## src/rtl/fetch_sequencer.sv

```systemverilog
// Multi-cycle fetch/decode/execute sequencer: owns pc and the status register, resolves jumps in DECODE.
// Optional return-address stack: define FETCH_SEQUENCER_CALL_STACK_EN.
module fetch_sequencer #(
  parameter int                ADDR_W      = 8,
  parameter logic [ADDR_W-1:0] RESET_PC    = '0,
  parameter int                STACK_DEPTH = 4
) (
  input  logic              clk,
  input  logic              rst_n,
  input  logic              start,
  output logic              instr_req,
  output logic [ADDR_W-1:0] instr_addr,
  input  logic              instr_ack,
  input  logic              is_jump,
  input  logic              is_halt,
  input  logic [1:0]        jump_op,
  input  logic [ADDR_W-1:0] jump_target,
`ifdef FETCH_SEQUENCER_CALL_STACK_EN
  input  logic              is_call,
  input  logic              is_ret,
  output logic              stack_err,
`endif
  output logic              exec_en,
  input  logic              exec_done,
  input  logic              status_we,
  input  logic [2:0]        alu_status,
  output logic [2:0]        status,
  output logic [ADDR_W-1:0] pc,
  output logic              jump_taken,
  output logic              halted
);
  typedef enum logic [2:0] {IDLE, FETCH, DECODE, EXECUTE, HALT} state_t;

  state_t            state, state_n;
  logic [ADDR_W-1:0] pc_q, pc_n, ir_target;
  logic [2:0]        status_q, status_n;
  logic              taken_q, taken_n;
  logic              ir_jump, ir_halt, latch_ir, cond;
  logic [1:0]        ir_op;

`ifdef FETCH_SEQUENCER_CALL_STACK_EN
  localparam int SP_W  = $clog2(STACK_DEPTH + 1);
  localparam int IDX_W = (STACK_DEPTH > 1) ? $clog2(STACK_DEPTH) : 1;
  logic [STACK_DEPTH-1:0][ADDR_W-1:0] stack_q;
  logic [SP_W-1:0]  sp_q;
  logic [IDX_W-1:0] push_idx, top_idx;
  logic             ir_call, ir_ret, err_q, push, pop, set_err, clr;
  logic             full, empty;

  assign full      = (sp_q == SP_W'(STACK_DEPTH));
  assign empty     = (sp_q == '0);
  assign push_idx  = IDX_W'(sp_q);
  assign top_idx   = IDX_W'(sp_q - SP_W'(1));
  assign stack_err = err_q;
`endif

  assign instr_req  = (state == FETCH);
  assign exec_en    = (state == EXECUTE);
  assign halted     = (state == HALT);
  assign instr_addr = pc_q;
  assign pc         = pc_q;
  assign status     = status_q;
  assign jump_taken = taken_q;

  always_comb begin
    unique case (ir_op)
      2'b00:   cond = 1'b1;
      2'b01:   cond = status_q[0];
      2'b10:   cond = status_q[1];
      default: cond = status_q[2];
    endcase
  end

  always_comb begin
    state_n  = state;
    pc_n     = pc_q;
    status_n = status_q;
    taken_n  = 1'b0;
    latch_ir = 1'b0;
`ifdef FETCH_SEQUENCER_CALL_STACK_EN
    push    = 1'b0;
    pop     = 1'b0;
    set_err = 1'b0;
    clr     = 1'b0;
`endif
    unique case (state)
      IDLE: if (start) begin
        state_n = FETCH;
        pc_n    = RESET_PC;
      end
      FETCH: if (instr_ack) begin
        state_n  = DECODE;
        latch_ir = 1'b1;
      end
      DECODE: begin
        if (ir_halt) state_n = HALT;
`ifdef FETCH_SEQUENCER_CALL_STACK_EN
        else if (ir_call) begin
          if (full) begin
            set_err = 1'b1;
            state_n = HALT;
          end else begin
            push    = 1'b1;
            pc_n    = ir_target;
            taken_n = 1'b1;
            state_n = FETCH;
          end
        end else if (ir_ret) begin
          if (empty) begin
            set_err = 1'b1;
            state_n = HALT;
          end else begin
            pop     = 1'b1;
            pc_n    = stack_q[top_idx];
            taken_n = 1'b1;
            state_n = FETCH;
          end
        end
`endif
        else if (ir_jump) begin
          state_n = FETCH;
          if (cond) begin
            pc_n    = ir_target;
            taken_n = 1'b1;
          end else begin
            pc_n = pc_q + ADDR_W'(1);
          end
        end else state_n = EXECUTE;
      end
      EXECUTE: if (exec_done) begin
        state_n = FETCH;
        pc_n    = pc_q + ADDR_W'(1);
        if (status_we) status_n = alu_status;
      end
      HALT: if (start) begin
        state_n  = FETCH;
        pc_n     = RESET_PC;
        status_n = '0;
`ifdef FETCH_SEQUENCER_CALL_STACK_EN
        clr = 1'b1;
`endif
      end
      default: state_n = IDLE;
    endcase
  end

  always_ff @(posedge clk or negedge rst_n) begin
    if (!rst_n) begin
      state     <= IDLE;
      pc_q      <= RESET_PC;
      status_q  <= '0;
      taken_q   <= 1'b0;
      ir_jump   <= 1'b0;
      ir_halt   <= 1'b0;
      ir_op     <= '0;
      ir_target <= '0;
    end else begin
      state    <= state_n;
      pc_q     <= pc_n;
      status_q <= status_n;
      taken_q  <= taken_n;
      if (latch_ir) begin
        ir_jump   <= is_jump;
        ir_halt   <= is_halt;
        ir_op     <= jump_op;
        ir_target <= jump_target;
      end
    end
  end

`ifdef FETCH_SEQUENCER_CALL_STACK_EN
  // Return address is pc+1 of the call; an overflowing/underflowing op leaves pc alone.
  always_ff @(posedge clk or negedge rst_n) begin
    if (!rst_n) begin
      stack_q <= '0;
      sp_q    <= '0;
      err_q   <= 1'b0;
      ir_call <= 1'b0;
      ir_ret  <= 1'b0;
    end else begin
      if (latch_ir) begin
        ir_call <= is_call;
        ir_ret  <= is_ret;
      end
      if (clr) begin
        stack_q <= '0;
        sp_q    <= '0;
        err_q   <= 1'b0;
      end else begin
        if (push) begin
          stack_q[push_idx] <= pc_q + ADDR_W'(1);
          sp_q              <= sp_q + SP_W'(1);
        end
        if (pop)     sp_q  <= sp_q - SP_W'(1);
        if (set_err) err_q <= 1'b1;
      end
    end
  end
`endif
endmodule

```

## config.mk

```make
export PLATFORM = sky130hd
export DESIGN_NAME = fetch_sequencer
export DESIGN_NICKNAME = d
export VERILOG_FILES = /design/src/rtl/fetch_sequencer.sv
export SDC_FILE = /design/constraint.sdc
export NUM_CORES = 1
export LEC_CHECK = 0
export CORE_MARGIN = 2
export CORE_UTILIZATION = 30
export CTS_BUF_LIST = sky130_fd_sc_hd__clkbuf_8
export DETAILED_ROUTE_END_ITERATION = 16
export GPL_ROUTABILITY_DRIVEN = 0
export PLACE_DENSITY = 0.58
export SLEW_MARGIN = 15
export SYNTH_ARGS = -nofsm -noshare
export SYNTH_HDL_FRONTEND = slang
export SYNTH_SLANG_ARGS = --single-unit
```

## constraint.sdc

```tcl
create_clock -name clk -period 2.5 [get_ports clk]
set_input_delay 0.375 -clock clk [delete_from_list [all_inputs] [get_ports clk]]
set_output_delay 0.375 -clock clk [all_outputs]
set_load 0.005 [all_outputs]
```

==> results of run 1 <==
[routing by layer]
| layer | global-route usage | routed length (um) | up-vias |
|---|---|---|---|
| met3 | 0.0384 | 194 | 4 |
| met5 | 0 | 0 | - |
| li1 | - | - | 600 |
| met1 | 0.202 | 1750 | 633 |
| met4 | 0.0175 | 28 | 0 |
| met2 | 0.225 | 1740 | 40 |
[where the power goes]
| part | switching [uW] | internal [uW] | total (uW) |
|---|---|---|---|
| Clock | 139 | 113 | 252 |
| Sequential | 251 | 629 | 880 |
| Combinational | 551 | 678 | 1230 |
| Total | 941 | 1420 | 2360 |
[path summary, 6_finish.rpt]
kind | from | to | cells after the start
worst max-delay path | state[0] | halted | 3
worst min-delay path | rst_n | state[1] | 2
worst max register to register | state[1] | instr_addr[6] | 6
worst min register to register | ir_target[2] | ir_target[2] | 1
max in group asynchronous | rst_n | instr_addr[6] | 2
min in group clk | ir_target[2] | ir_target[2] | 1
[layout make-up]
cell class	instances	area [um2]	share of cell area
Timing Repair Buffer	45	445	0.219
Sequential cell	27	676	0.332
Multi-Input combinational cell	94	751	0.369
Clock buffer	3	41.3	0.0203
Tap cell	70	87.6	0.0430
Clock inverter	1	7.51	0.00369
Inverter	7	28.8	0.0141
[cell usage after synthesis, types with 2 or more instances]
master     number  area share
dfrtp_1        27        0.44
mux2_2         13       0.095
buf_4           8       0.039
nor2_1          7       0.017
a32oi_1         6       0.034
inv_1           6       0.015
a21oi_1         4       0.013
a22oi_1         4       0.019
and2_1          4       0.016
nand2_1         4      0.0097
nand3_1         4       0.013
o22ai_1         4       0.016
a22o_1          3       0.017
and3_1          3       0.012
or2_2           3       0.012
a211o_1         2       0.011
a2bb2oi_1       2       0.011
buf_2           2      0.0065
nand2b_1        2      0.0081
o2111ai_1       2       0.011
[cell families after synthesis]
group	count (synthesis)	share of synthesized area
AO/OA/AOI/OAI	42	0.232
XOR/XNOR	1	0.00569
adder cells (fa/ha/maj)	1	0.00812
buffers and inverters	19	0.0739
flip-flops	27	0.439
multiplexers	14	0.102
AND/OR/NAND/NOR	36	0.140
[stage by stage]
step                      power (uW)  utilization  hold WS (ps)
after detailed placement        2120        0.394           516
after CTS                       2380        0.404           472
final                           2360        0.404           460
after global routing            2550        0.404           509
after floorplan                 1680            -          79.4
after global placement          2070        0.394           505
[layout by cell type, fill, tap and decap left out, types with 2 or more instances in the layout]
| cell type | netlist | final |
|---|---|---|
| a211o_1 | 2 | 2 |
| a21oi_1 | 4 | 4 |
| a22o_1 | 3 | 3 |
| a22oi_1 | 4 | 4 |
| a2bb2oi_1 | 2 | 2 |
| a32oi_1 | 6 | 6 |
| and2_1 | 4 | 4 |
| and3_1 | 3 | 3 |
| buf_4 | 8 | 2 |
| clkbuf_8 | 0 | 3 |
| clkdlybuf4s50_1 | 0 | 43 |
| dfrtp_1 | 27 | 27 |
| inv_1 | 6 | 6 |
| mux2_2 | 13 | 13 |
| nand2_1 | 4 | 4 |
| nand2b_1 | 2 | 2 |
| nand3_1 | 4 | 4 |
| nor2_1 | 7 | 7 |
| o2111ai_1 | 2 | 2 |
| o22ai_1 | 4 | 4 |
| or2_2 | 3 | 3 |
[registers in the layout (all words and copies together) (netlist names)]
| register | flops |
|---|---|
| instr_addr | 8 |
| ir_halt | 1 |
| ir_jump | 1 |
| ir_op | 2 |
| ir_target | 8 |
| jump_taken | 1 |
| state | 3 |
| status | 3 |
[worst max-delay path, stage by stage, from the launching register on]
cell	delay (ps)
dfrtp_1	520
nor2_1	340
and2_1	200
clkdlybuf4s50_1	510
==> results.md, run 1 <==
- Status: finished, final reports clean
- RSZ-0062 raised after global routing: no
- Final WS setup: 275 ps
- Antenna viol nets, final: 0
- Area Growth Syn to Fin: 32.2%
- First-pass GRT wire length: 6300 um
- Mean cell area of the mapped netlist: 11.0 um2
- DRC: 0
- TritonCTS Buffers: 3
- Clk root buf: clkbuf_8
- Worst Path Required: 2120 ps
- Register area share after synthesis: 0.439
- DIE AREA: 5720 um2
- Lkg Pwr: 0.000806 uW
- Number of global-route vias before repair: 1,257
- Nets: 200
- Detailed Route WL: 3720 um
- Max Cap Viol: 0
- Largest net degree at the start of global routing: 28
- Gr usage total: 0.142
- Hold Path Class: in -> async
- PortBufs: 43
- Post-CTS Resized: 0
- Die height: 75.7 um
- CP endpoint kind: primary output
- Post-Syn Instances: 140
- Final hold vios: 0
- Layout Cells excl Fill: 247
- Placed Cells: 243
- Die Width: 75.7 um
- Syn nets: 162
- Clock sinks: 27
- Clock Latency Late Sink: 280 ps
- Setup TNS: 0 ps
- Via density: 5.17
- Synthesized cell area: 1540 um2
- Fin. max-slew vios: 0
- DRT iter0 DRCs: 100
- Ys Warns: 0
- Setup Skew: 9.48 ps
- Kind of critical path: reg -> out
- Fin crit period: 2220 ps
- Post-CTS Setup Inserts: 0
- Num ports: 44
- Peak supply drop: 0.653 mV
- Rel. slew slack: 0.611
- Post-DP HPWL: 2810 um
- EDFF count, synth: 0
- Critical Path Source Type: flop
- CTS H-tree lvls: 1
- PwrDens: 1160 nW/um2
- Post-route design area: 2040 um2
- Maximum clock path buffer count: 2
- Starting density of the core: 0.305
- Slew at the pin closest to its max-slew limit: 583 ps
- Synth cell types: 50
- Crit path arrival time: 1850 ps
- Setup Viol. Count Final: 0
- Post-Place Setup Slack: 541 ps
- Part of the cycle the worst path needs: 0.890
- Post-DP Area: 1990 um2
- Layout cell share with drive strength beyond 1: 0.169
- Yosys reg bits: 27
- Row count: 26
- Flop2flop setup slack: 540 ps
- Grt ovf: 0
- DR pass1 iterations: 4
- Core Box Area: 5040 um2
- Initial antenna violation count: 0
- Maximum clock frequency: 449 MHz
- Post-synth ARST share: 1.00
- Routed length per instance: 15.1 um
- TritonCTS clock tree: done
- Number of diodes: 0
- Top_reg_cell synth: dfrtp_1
- Clock transition at path regs: 100 ps
- Vias post-DR: 1,277
- Critical path fanouts, max: 12
- Fill count: 495
- # hold bufs at CTS: 0
Note: power is estimated with default switching activity, not from simulation.
==> run 2, diff against run 1 <==
--- a/config.mk
+++ b/config.mk
@@ -5,6 +5,7 @@
 export SDC_FILE = /design/constraint.sdc
 export NUM_CORES = 1
 export LEC_CHECK = 0
+export CORE_ASPECT_RATIO = 0.75
 export CORE_MARGIN = 2
 export CORE_UTILIZATION = 30
 export CTS_BUF_LIST = sky130_fd_sc_hd__clkbuf_8
==> results.md, run 2 (synthesis results as in run 1) <==
- Clock Latency Late Sink: 280 ps
- CTS H-tree lvls: 1
- Slew at the pin closest to its max-slew limit: 602 ps
- Rel. slew slack: 0.599
- Number of global-route vias before repair: 1,249
- Setup TNS: 0 ps
- RSZ-0062 raised after global routing: no
- Kind of critical path: reg -> out
- Die Width: 86.7 um
- Worst Path Required: 2120 ps
- Num ports: 44
- Setup Skew: 6.94 ps
- # hold bufs at CTS: 0
- Clock transition at path regs: 100 ps
- Sequential share of power: 0.372
- Antenna viol nets, final: 0
- Fin. max-slew vios: 0
- Part of the cycle the worst path needs: 0.888
- Max Cap Viol: 0
- Number of diodes: 0
- Core Box Area: 4930 um2
- Starting density of the core: 0.313
- Die height: 66.1 um
- Initial antenna violation count: 0
- Critical Path Source Type: flop
- Clock Power Share: 0.107
- Post-CTS Resized: 0
- DIE AREA: 5730 um2
- DR pass1 iterations: 4
- Setup Viol. Count Final: 0
- Layout cell share with drive strength beyond 1: 0.169
- Commonest non-fill, non-tap cell in the layout: clkdlybuf4s50_1
- Peak supply drop: 0.480 mV
- Nets: 200
- DRT iter0 DRCs: 60
- TritonCTS clock tree: done
- Gr usage total: 0.142
- Post-DP HPWL: 2920 um
- Switching Share: 0.404
- Vias post-DR: 1,268
- Most frequent cells in the layout: clkdlybuf4s50_1 (43), dfrtp_1 (27), mux2_2 (13), nor2_1 (7)
- Lkg Pwr: 0.000806 uW
- Fill count: 447
- R2R Path End: instr_addr[6]
- Detailed Route WL: 3860 um
- Maximum clock frequency: 450 MHz
- PortBufs: 43
- CP endpoint kind: primary output
- Via density: 5.35
- DRC: 0
- FF-to-FF Start: state[1]
- Area Growth Syn to Fin: 31.4%
- Largest net degree at the start of global routing: 28
- Comb power frac: 0.521
- Clk root buf: clkbuf_8
- Critical path fanouts, max: 12
- Routed length per instance: 16.3 um
- Maximum clock path buffer count: 2
- Post-CTS Setup Inserts: 0
- Hold Path Class: in -> async
- Switching power: 962 uW
- Crit path arrival time: 1850 ps
- Fin crit period: 2220 ps
- Row count: 22
- Int Power: 1420 uW
- Flop2flop setup slack: 450 ps
- TritonCTS Buffers: 3
- Final hold vios: 0
- Overall Power: 2380 uW
- PwrDens: 1180 nW/um2
- Grt ovf: 0
- First-pass GRT wire length: 6270 um
- Clock sinks: 27
- Status: finished, final reports clean
- Reg2reg path depth: 6
run 2: critical path, stage by stage (launching register included):
cell             delay [ps]
dfrtp_1                 520
nor2_1                  350
and2_1                  200
clkdlybuf4s50_1         500
run 2: worst max-delay path by stage:
stage / start / endpoint / slack [ps] / cells past startpoint
after floorplan: state[1] / instr_addr[6] / 770 / 7
after global placement: state[1] / instr_addr[6] / 550 / 6
after detailed placement: state[1] / instr_addr[6] / 490 / 6
after CTS: state[0] / halted / 260 / 3
after global routing: state[0] / halted / 190 / 3
final: state[0] / halted / 280 / 3
run 2: stage by stage:
| stage | worst slack [ps] | cells | util | instance area (um2) | hold WS [ps] |
|---|---|---|---|---|---|
| after floorplan | 774 | 140 | - | 1540 | 79.4 |
| after global placement | 546 | 233 | 0.401 | 1980 | 507 |
| after detailed placement | 492 | 233 | 0.401 | 1980 | 507 |
| after CTS | 260 | 237 | 0.411 | 2020 | 467 |
| after global routing | 189 | 237 | 0.411 | 2020 | 475 |
| final | 280 | 237 | 0.411 | 2020 | 454 |
run 2: layout make-up:
| class | count | area (um2) | share of cell area |
|---|---|---|---|
| Tap cell | 60 | 75.1 | 0.0371 |
| Inverter | 7 | 28.8 | 0.0142 |
| Clock buffer | 3 | 41.3 | 0.0204 |
| Multi-Input combinational cell | 94 | 751 | 0.371 |
| Timing Repair Buffer | 45 | 445 | 0.220 |
| Clock inverter | 1 | 7.51 | 0.00371 |
| Sequential cell | 27 | 676 | 0.334 |
run 2: routing by layer:
metal,track usage,part of all wire
met1,0.198,0.48
met2,0.215,0.45
met3,0.0474,0.066
met4,0.0234,0.0054
met5,0,0
run 2: power groups by stage:
| stage | logic, uW | clock network [uW] | registers, uW |
|---|---|---|---|
| floorplan | 873 | 0 | 802 |
| global placement | 1200 | 0 | 879 |
| detailed placement | 1240 | 0 | 890 |
| CTS | 1240 | 267 | 884 |
| global route | 1350 | 280 | 928 |
| finish | 1240 | 255 | 886 |
==> run 3, diff against run 2 <==
--- a/config.mk
+++ b/config.mk
@@ -12,7 +12,6 @@
 export DETAILED_ROUTE_END_ITERATION = 16
 export GPL_ROUTABILITY_DRIVEN = 0
 export PLACE_DENSITY = 0.58
-export SLEW_MARGIN = 15
 export SYNTH_ARGS = -nofsm -noshare
 export SYNTH_HDL_FRONTEND = slang
 export SYNTH_SLANG_ARGS = --single-unit
==> results of run 3 <==
The final DEF is identical to that of run 2; final timing and power are the same.
